===== config.mk =====
export PLATFORM = sky130hd
export DESIGN_NAME = mem_arbiter_flat
export DESIGN_NICKNAME = d
export VERILOG_FILES = /design/src/rtl/mem_arbiter_if.sv /design/src/rtl/mem_arbiter.sv /design/src/flat_wrapper.sv
export SDC_FILE = /design/constraint.sdc
export NUM_CORES = 1
export LEC_CHECK = 0
export ABC_AREA = 1
export CAP_MARGIN = 15
export CORE_UTILIZATION = 36
export DETAILED_ROUTE_END_ITERATION = 8
export PLACE_DENSITY = 0.76
export SETUP_SLACK_MARGIN = 0.02
export SYNTH_ARGS = -nofsm -noshare
export SYNTH_HDL_FRONTEND = slang
export SYNTH_SLANG_ARGS = --single-unit

===== constraint.sdc =====
create_clock -name clk -period 1.38 [get_ports clk]
set_clock_uncertainty 0.2 [all_clocks]
set_input_delay 0.345 -clock clk [delete_from_list [all_inputs] [get_ports clk]]
set_output_delay 0.345 -clock clk [all_outputs]
set_load 0.05 [all_outputs]

===== src/rtl/mem_arbiter_if.sv =====
// Requester-side and memory-side signal bundle for mem_arbiter.
// The arbiter connects through the master modport; the surrounding environment uses slave.
interface mem_arbiter_if #(
    parameter int ADDR_LENGTH = 10,
    parameter int BLOCK_SIZE  = 32
);
    logic [1:0]             req;
    logic [1:0]             req_we;
    logic [ADDR_LENGTH-1:0] req_addr0;
    logic [ADDR_LENGTH-1:0] req_addr1;
    logic [BLOCK_SIZE-1:0]  req_wdata0;
    logic [BLOCK_SIZE-1:0]  req_wdata1;
    logic [1:0]             ack;
    logic [BLOCK_SIZE-1:0]  rdata;
    logic                   err;
    logic                   busy;
    logic                   mem_enable;
    logic                   mem_we;
    logic [ADDR_LENGTH-1:0] mem_addr;
    logic [BLOCK_SIZE-1:0]  mem_data_in;
    logic [BLOCK_SIZE-1:0]  mem_data_out;
    logic                   mem_complete;

    modport master (
        input  req, req_we, req_addr0, req_addr1, req_wdata0, req_wdata1,
        input  mem_data_out, mem_complete,
        output ack, rdata, err, busy,
        output mem_enable, mem_we, mem_addr, mem_data_in
    );

    modport slave (
        output req, req_we, req_addr0, req_addr1, req_wdata0, req_wdata1,
        output mem_data_out, mem_complete,
        input  ack, rdata, err, busy,
        input  mem_enable, mem_we, mem_addr, mem_data_in
    );
endinterface


===== src/rtl/mem_arbiter.sv =====
// Two-port round-robin arbiter/sequencer in front of a fixed-latency main memory.
// Define MEM_ARB_TIMEOUT_EN to enable the WAIT-state watchdog that reports err with ack.
module mem_arbiter #(
    parameter int ADDR_LENGTH    = 10,
    parameter int BLOCK_SIZE     = 32,
    parameter int TIMEOUT_CYCLES = 255,
    parameter int CNT_W          = 8
) (
    input  logic          clk,
    input  logic          reset_n,
    mem_arbiter_if.master bus
);

    localparam logic [1:0] S_IDLE = 2'd0;
    localparam logic [1:0] S_WAIT = 2'd1;
    localparam logic [1:0] S_GAP  = 2'd2;

`ifdef MEM_ARB_TIMEOUT_EN
    localparam logic [CNT_W-1:0] TMO_LAST = CNT_W'(TIMEOUT_CYCLES - 1);
`endif

    logic [1:0]             state_q,      state_d;
    logic                   last_grant_q, last_grant_d;
    logic [CNT_W-1:0]       wait_cnt_q,   wait_cnt_d;
    logic                   mem_enable_q, mem_enable_d;
    logic                   mem_we_q,     mem_we_d;
    logic [ADDR_LENGTH-1:0] mem_addr_q,   mem_addr_d;
    logic [BLOCK_SIZE-1:0]  mem_wdata_q,  mem_wdata_d;
    logic [1:0]             ack_q,        ack_d;
    logic [BLOCK_SIZE-1:0]  rdata_q,      rdata_d;
    logic                   err_q,        err_d;
    logic                   busy_q,       busy_d;

    logic other;
    logic winner;
    logic accept;

    always_comb begin
        other  = ~last_grant_q;
        winner = bus.req[other] ? other : last_grant_q;
        // A complete flag seen in the first WAIT cycle belongs to the previous access.
        accept = bus.mem_complete && (wait_cnt_q != '0);
    end

    always_comb begin
        state_d      = state_q;
        last_grant_d = last_grant_q;
        wait_cnt_d   = wait_cnt_q;
        mem_enable_d = mem_enable_q;
        mem_we_d     = mem_we_q;
        mem_addr_d   = mem_addr_q;
        mem_wdata_d  = mem_wdata_q;
        ack_d        = '0;
        rdata_d      = rdata_q;
        err_d        = err_q;
        busy_d       = busy_q;

        case (state_q)
            S_IDLE: begin
                if (bus.req != 2'b00) begin
                    last_grant_d = winner;
                    mem_addr_d   = winner ? bus.req_addr1  : bus.req_addr0;
                    mem_wdata_d  = winner ? bus.req_wdata1 : bus.req_wdata0;
                    mem_we_d     = bus.req_we[winner];
                    mem_enable_d = 1'b1;
                    busy_d       = 1'b1;
                    wait_cnt_d   = '0;
                    state_d      = S_WAIT;
                end
            end

            S_WAIT: begin
                wait_cnt_d = (&wait_cnt_q) ? wait_cnt_q : wait_cnt_q + CNT_W'(1);
                if (accept) begin
                    rdata_d             = bus.mem_data_out;
                    ack_d[last_grant_q] = 1'b1;
                    err_d               = 1'b0;
                    mem_enable_d        = 1'b0;
                    mem_we_d            = 1'b0;
                    state_d             = S_GAP;
                end
`ifdef MEM_ARB_TIMEOUT_EN
                else if (wait_cnt_q == TMO_LAST) begin
                    rdata_d             = '0;
                    ack_d[last_grant_q] = 1'b1;
                    err_d               = 1'b1;
                    mem_enable_d        = 1'b0;
                    mem_we_d            = 1'b0;
                    state_d             = S_GAP;
                end
`endif
            end

            S_GAP: begin
                busy_d  = 1'b0;
                err_d   = 1'b0;
                state_d = S_IDLE;
            end

            default: begin
                mem_enable_d = 1'b0;
                mem_we_d     = 1'b0;
                busy_d       = 1'b0;
                state_d      = S_IDLE;
            end
        endcase
    end

    always_ff @(posedge clk or negedge reset_n) begin
        if (!reset_n) begin
            state_q      <= S_IDLE;
            last_grant_q <= 1'b1;
            wait_cnt_q   <= '0;
            mem_enable_q <= 1'b0;
            mem_we_q     <= 1'b0;
            mem_addr_q   <= '0;
            mem_wdata_q  <= '0;
            ack_q        <= '0;
            rdata_q      <= '0;
            err_q        <= 1'b0;
            busy_q       <= 1'b0;
        end else begin
            state_q      <= state_d;
            last_grant_q <= last_grant_d;
            wait_cnt_q   <= wait_cnt_d;
            mem_enable_q <= mem_enable_d;
            mem_we_q     <= mem_we_d;
            mem_addr_q   <= mem_addr_d;
            mem_wdata_q  <= mem_wdata_d;
            ack_q        <= ack_d;
            rdata_q      <= rdata_d;
            err_q        <= err_d;
            busy_q       <= busy_d;
        end
    end

    assign bus.ack         = ack_q;
    assign bus.rdata       = rdata_q;
    assign bus.err         = err_q;
    assign bus.busy        = busy_q;
    assign bus.mem_enable  = mem_enable_q;
    assign bus.mem_we      = mem_we_q;
    assign bus.mem_addr    = mem_addr_q;
    assign bus.mem_data_in = mem_wdata_q;

endmodule


===== src/flat_wrapper.sv =====
// flat-port wrapper written by rule: the top's interface ports become plain ports
module mem_arbiter_flat 
#(
    parameter int ADDR_LENGTH    = 10,
    parameter int BLOCK_SIZE     = 32,
    parameter int TIMEOUT_CYCLES = 255,
    parameter int CNT_W          = 8
)
  (clk, reset_n, bus_req, bus_req_we, bus_req_addr0, bus_req_addr1, bus_req_wdata0, bus_req_wdata1, bus_mem_data_out, bus_mem_complete, bus_ack, bus_rdata, bus_err, bus_busy, bus_mem_enable, bus_mem_we, bus_mem_addr, bus_mem_data_in);
  mem_arbiter_if #(.ADDR_LENGTH(ADDR_LENGTH), .BLOCK_SIZE(BLOCK_SIZE)) bus_i ();
  input  logic clk;
  input  logic reset_n;
  input wire logic [$bits(bus_i.req)-1:0] bus_req;
  input wire logic [$bits(bus_i.req_we)-1:0] bus_req_we;
  input wire logic [$bits(bus_i.req_addr0)-1:0] bus_req_addr0;
  input wire logic [$bits(bus_i.req_addr1)-1:0] bus_req_addr1;
  input wire logic [$bits(bus_i.req_wdata0)-1:0] bus_req_wdata0;
  input wire logic [$bits(bus_i.req_wdata1)-1:0] bus_req_wdata1;
  input wire logic [$bits(bus_i.mem_data_out)-1:0] bus_mem_data_out;
  input wire logic [$bits(bus_i.mem_complete)-1:0] bus_mem_complete;
  output wire logic [$bits(bus_i.ack)-1:0] bus_ack;
  output wire logic [$bits(bus_i.rdata)-1:0] bus_rdata;
  output wire logic [$bits(bus_i.err)-1:0] bus_err;
  output wire logic [$bits(bus_i.busy)-1:0] bus_busy;
  output wire logic [$bits(bus_i.mem_enable)-1:0] bus_mem_enable;
  output wire logic [$bits(bus_i.mem_we)-1:0] bus_mem_we;
  output wire logic [$bits(bus_i.mem_addr)-1:0] bus_mem_addr;
  output wire logic [$bits(bus_i.mem_data_in)-1:0] bus_mem_data_in;
  assign bus_i.req = bus_req;
  assign bus_i.req_we = bus_req_we;
  assign bus_i.req_addr0 = bus_req_addr0;
  assign bus_i.req_addr1 = bus_req_addr1;
  assign bus_i.req_wdata0 = bus_req_wdata0;
  assign bus_i.req_wdata1 = bus_req_wdata1;
  assign bus_i.mem_data_out = bus_mem_data_out;
  assign bus_i.mem_complete = bus_mem_complete;
  assign bus_ack = bus_i.ack;
  assign bus_rdata = bus_i.rdata;
  assign bus_err = bus_i.err;
  assign bus_busy = bus_i.busy;
  assign bus_mem_enable = bus_i.mem_enable;
  assign bus_mem_we = bus_i.mem_we;
  assign bus_mem_addr = bus_i.mem_addr;
  assign bus_mem_data_in = bus_i.mem_data_in;
  mem_arbiter #(.ADDR_LENGTH(ADDR_LENGTH), .BLOCK_SIZE(BLOCK_SIZE), .TIMEOUT_CYCLES(TIMEOUT_CYCLES), .CNT_W(CNT_W)) u_core (.clk(clk), .reset_n(reset_n), .bus(bus_i));
endmodule

==> key figures <==
STA
  – TNS Setup: -35,050 ps
  – Tcrit/Tclk final: 1.292
  – Final Max Slew Viols: 0
  – RSZ-0062 raised after global routing: true
  – Final setup margin: -402.9 ps
  – FMAX: 560.9 MHz
  – Hold Fails Final Rpt: 0
  – Min Clock Period, post-route: between 1500 and 2000 ps
  – Final Setup Violations: around 170

Yosys
  – Mapped Cells: about 480
  – Synth Cell Area: around 4000 sq um
  – Syn Area/Cell: ~8.4 sq um
  – Synth Register Bits: 90
  – Post-synthesis sequential area ratio: 0.5642
  – Synth cell types: 24
  – Ys Warns: 0
  – Syn Nets: around 600

GRT
  – Gr usage total: 0.2552
  – Gr ovfl total: 0
  – First-pass GRT wire length: about 23,000 um
  – Initial antenna violation count: 0
  – Largest net degree at the start of global routing: 44
  – Vias in the first global route: between 4,000 and 5,000

CTS
  – Total CTS buffers: 9
  – Clock sinks: 90
  – Worst skew pair latency: roughly 370 ps
  – Root Buffer: clkbuf_8
  – CTS tree: built
  – Clock Path Buffers: 2
  – Clock transition at path regs: roughly 100 ps
  – H-tree depth: 3

Cells and area
  – Finished Cell Area: just under 9000 sq um
  – Share of layout cells above drive strength 1: 0.4446
  – Commonest non-fill, non-tap cell in the layout: nand2_1
  – Inserted Diodes: 0
  – Post-route insts no fill: ~930
  – Area grow syn2layout: 121.0%
  – Most frequent cells in the layout: 137 x nand2_1, 119 x clkdlybuf4s50_1, 90 x buf_12, 86 x dfrtp_1, 82 x buf_4
  – Nets: 906

Setup path
  – CP arrival: about 1800 ps
  – Critical path peak fanout: 6
  – Critical path type: reg -> reg
  – Setup crit end kind: register
  – Worst setup SP type: register
  – WP data required: ~1400 ps

Pwr
  – Worst VDD drop: approximately 1600 uV
  – Pwr Density: 2789 nW/um^2
  – Overall Power: around 25 mW
  – P_leak: between 4 and 5 nW

Drt
  – Final wirelength: 19,860 um
  – DR vias: between 4,000 and 5,000
  – Drt first pass iters: 7
  – WL per Instance: between 20 and 25 um
  – Vias/cell: 5.378
  – Post-route ant nets: 0
  – # DRC: 0
  – Initial DRC Count: 357

Floorplanning
  – I/O pin count: between 200 and 250
  – Starting Density: 0.3684
  – Die area: 11,520 sq um
  – Die H: roughly 110 um
  – Core Region: between 10,000 and 15,000 sq um
  – Chip width: 107.3 um
  – Cell Rows: 38

Placement
  – Cell count after placement: just over 800
  – Buffers added on ports: roughly 200
  – Cell Area, Placed: between 7000 and 8000 sq um
  – Place WS: -641.4 ps
  – Dpl hpwl: 9528 um
  – Final Wtd Congestion: between 0.8 and 0.9

Run status
  – Status: finished, violations left
  – Failing checks: setup timing

Hold path
  – HP Class: in -> async

Job
  – MaxCap Viol Count: 0
critical path, cell delays in order, from the launching register on:
cell and delay [ps]:
dfrtp_1 420, inv_2 80, ha_4 170, nand2_2 60, nor2_2 40, nand2_2 90, nand3_4 110, buf_12 170
buf_16 140, nand2_2 50, nand2_1 110
metal layers:
layer	vias to the layer above	wire length (um)	track usage
met5	-	0	0
met4	0	1104	0.1223
met3	95	1522	0.04903
met2	324	10080	0.4512
met1	2429	7153	0.2965
li1	2127	-	-
where the power goes:
group	total, mW	internal (mW)	switching [mW]
Sequential	5.29	3.87	1.41
Combinational	17.3	8.20	9.07
Clock	2.05	1.06	0.991
path summary, 6_finish.rpt:
check / cells after the start / start / endpoint / slack (ps)
min in group clk: 3 / bus_mem_data_out[28] / u_core.bus.rdata[28] / 300
worst max register to register: 10 / u_core.wait_cnt_q[1] / u_core.bus.rdata[5] / -400
worst max-delay path: 10 / u_core.wait_cnt_q[1] / u_core.bus.rdata[5] / -400
worst min register to register: 2 / u_core.bus.rdata[28] / u_core.bus.rdata[28] / 350
max in group asynchronous: 3 / reset_n / u_core.bus.mem_data_in[1] / 210
worst min-delay path: 2 / reset_n / u_core.bus.mem_we / 260
cell families after synthesis:
kind of cell / Yosys count / share of synthesized area
AND/OR/NAND/NOR: 247 / 0.2481
flip-flops: 90 / 0.5642
adder cells (fa/ha/maj): 2 / 0.006265
buffers and inverters: 40 / 0.05263
AO/OA/AOI/OAI: 97 / 0.1278
other: 1 / 0.0009389
synthesized netlist by cell type (all sizes together):
master / instances / area share
o21ai: 96 / 0.13
nor3: 1 / 0.0041
or2: 1 / 0.0016
nand2: 181 / 0.17
conb: 1 / 0.00094
nand3: 9 / 0.014
clkbuf: 2 / 0.0025
o21bai: 1 / 0.0019
buf: 22 / 0.034
ha: 2 / 0.0063
dfrtp: 89 / 0.56
nor2: 55 / 0.054
inv: 16 / 0.016
dfstp: 1 / 0.0066
flip-flops by register name, indices dropped and copies added (netlist names), 2 cells and up:
register / count
u_core.bus.ack: 2
u_core.bus.mem_addr: 10
u_core.bus.rdata: 32
u_core.state_q: 2
u_core.bus.mem_data_in: 32
u_core.wait_cnt_q: 8
repair_timing:
action | in CTS | in global routing
hold buffers | 1 | 0
endpoints found under the setup margin | 169 | 169
pin swaps | 15 | 30
cloned | 6 | 12
setup buffers | 27 | 38
endpoints found under the hold margin | 66 | 0
resized for setup | 86 | 133
through the flow:
stage / utilization / hold WS [ps]
global placement: 0.6590 / 58.62
detailed placement: 0.6590 / 61.51
floorplan: - / -150.6
finish: 0.8141 / 262.8
CTS: 0.7292 / 226.3
global route: 0.8141 / 259.4
final cells by class:
cell class	instances	area, sq um
Timing Repair Buffer	311	3986
Sequential cell	90	2257
Fill cell	565	2016
Multi-Input combinational cell	348	1992
Tap cell	140	175.2
Clock buffer	10	137.6
Inverter	16	117.6
Timing Repair inverter	5	80.08
Clock inverter	5	78.83
Power figures use the tool's default switching activity.
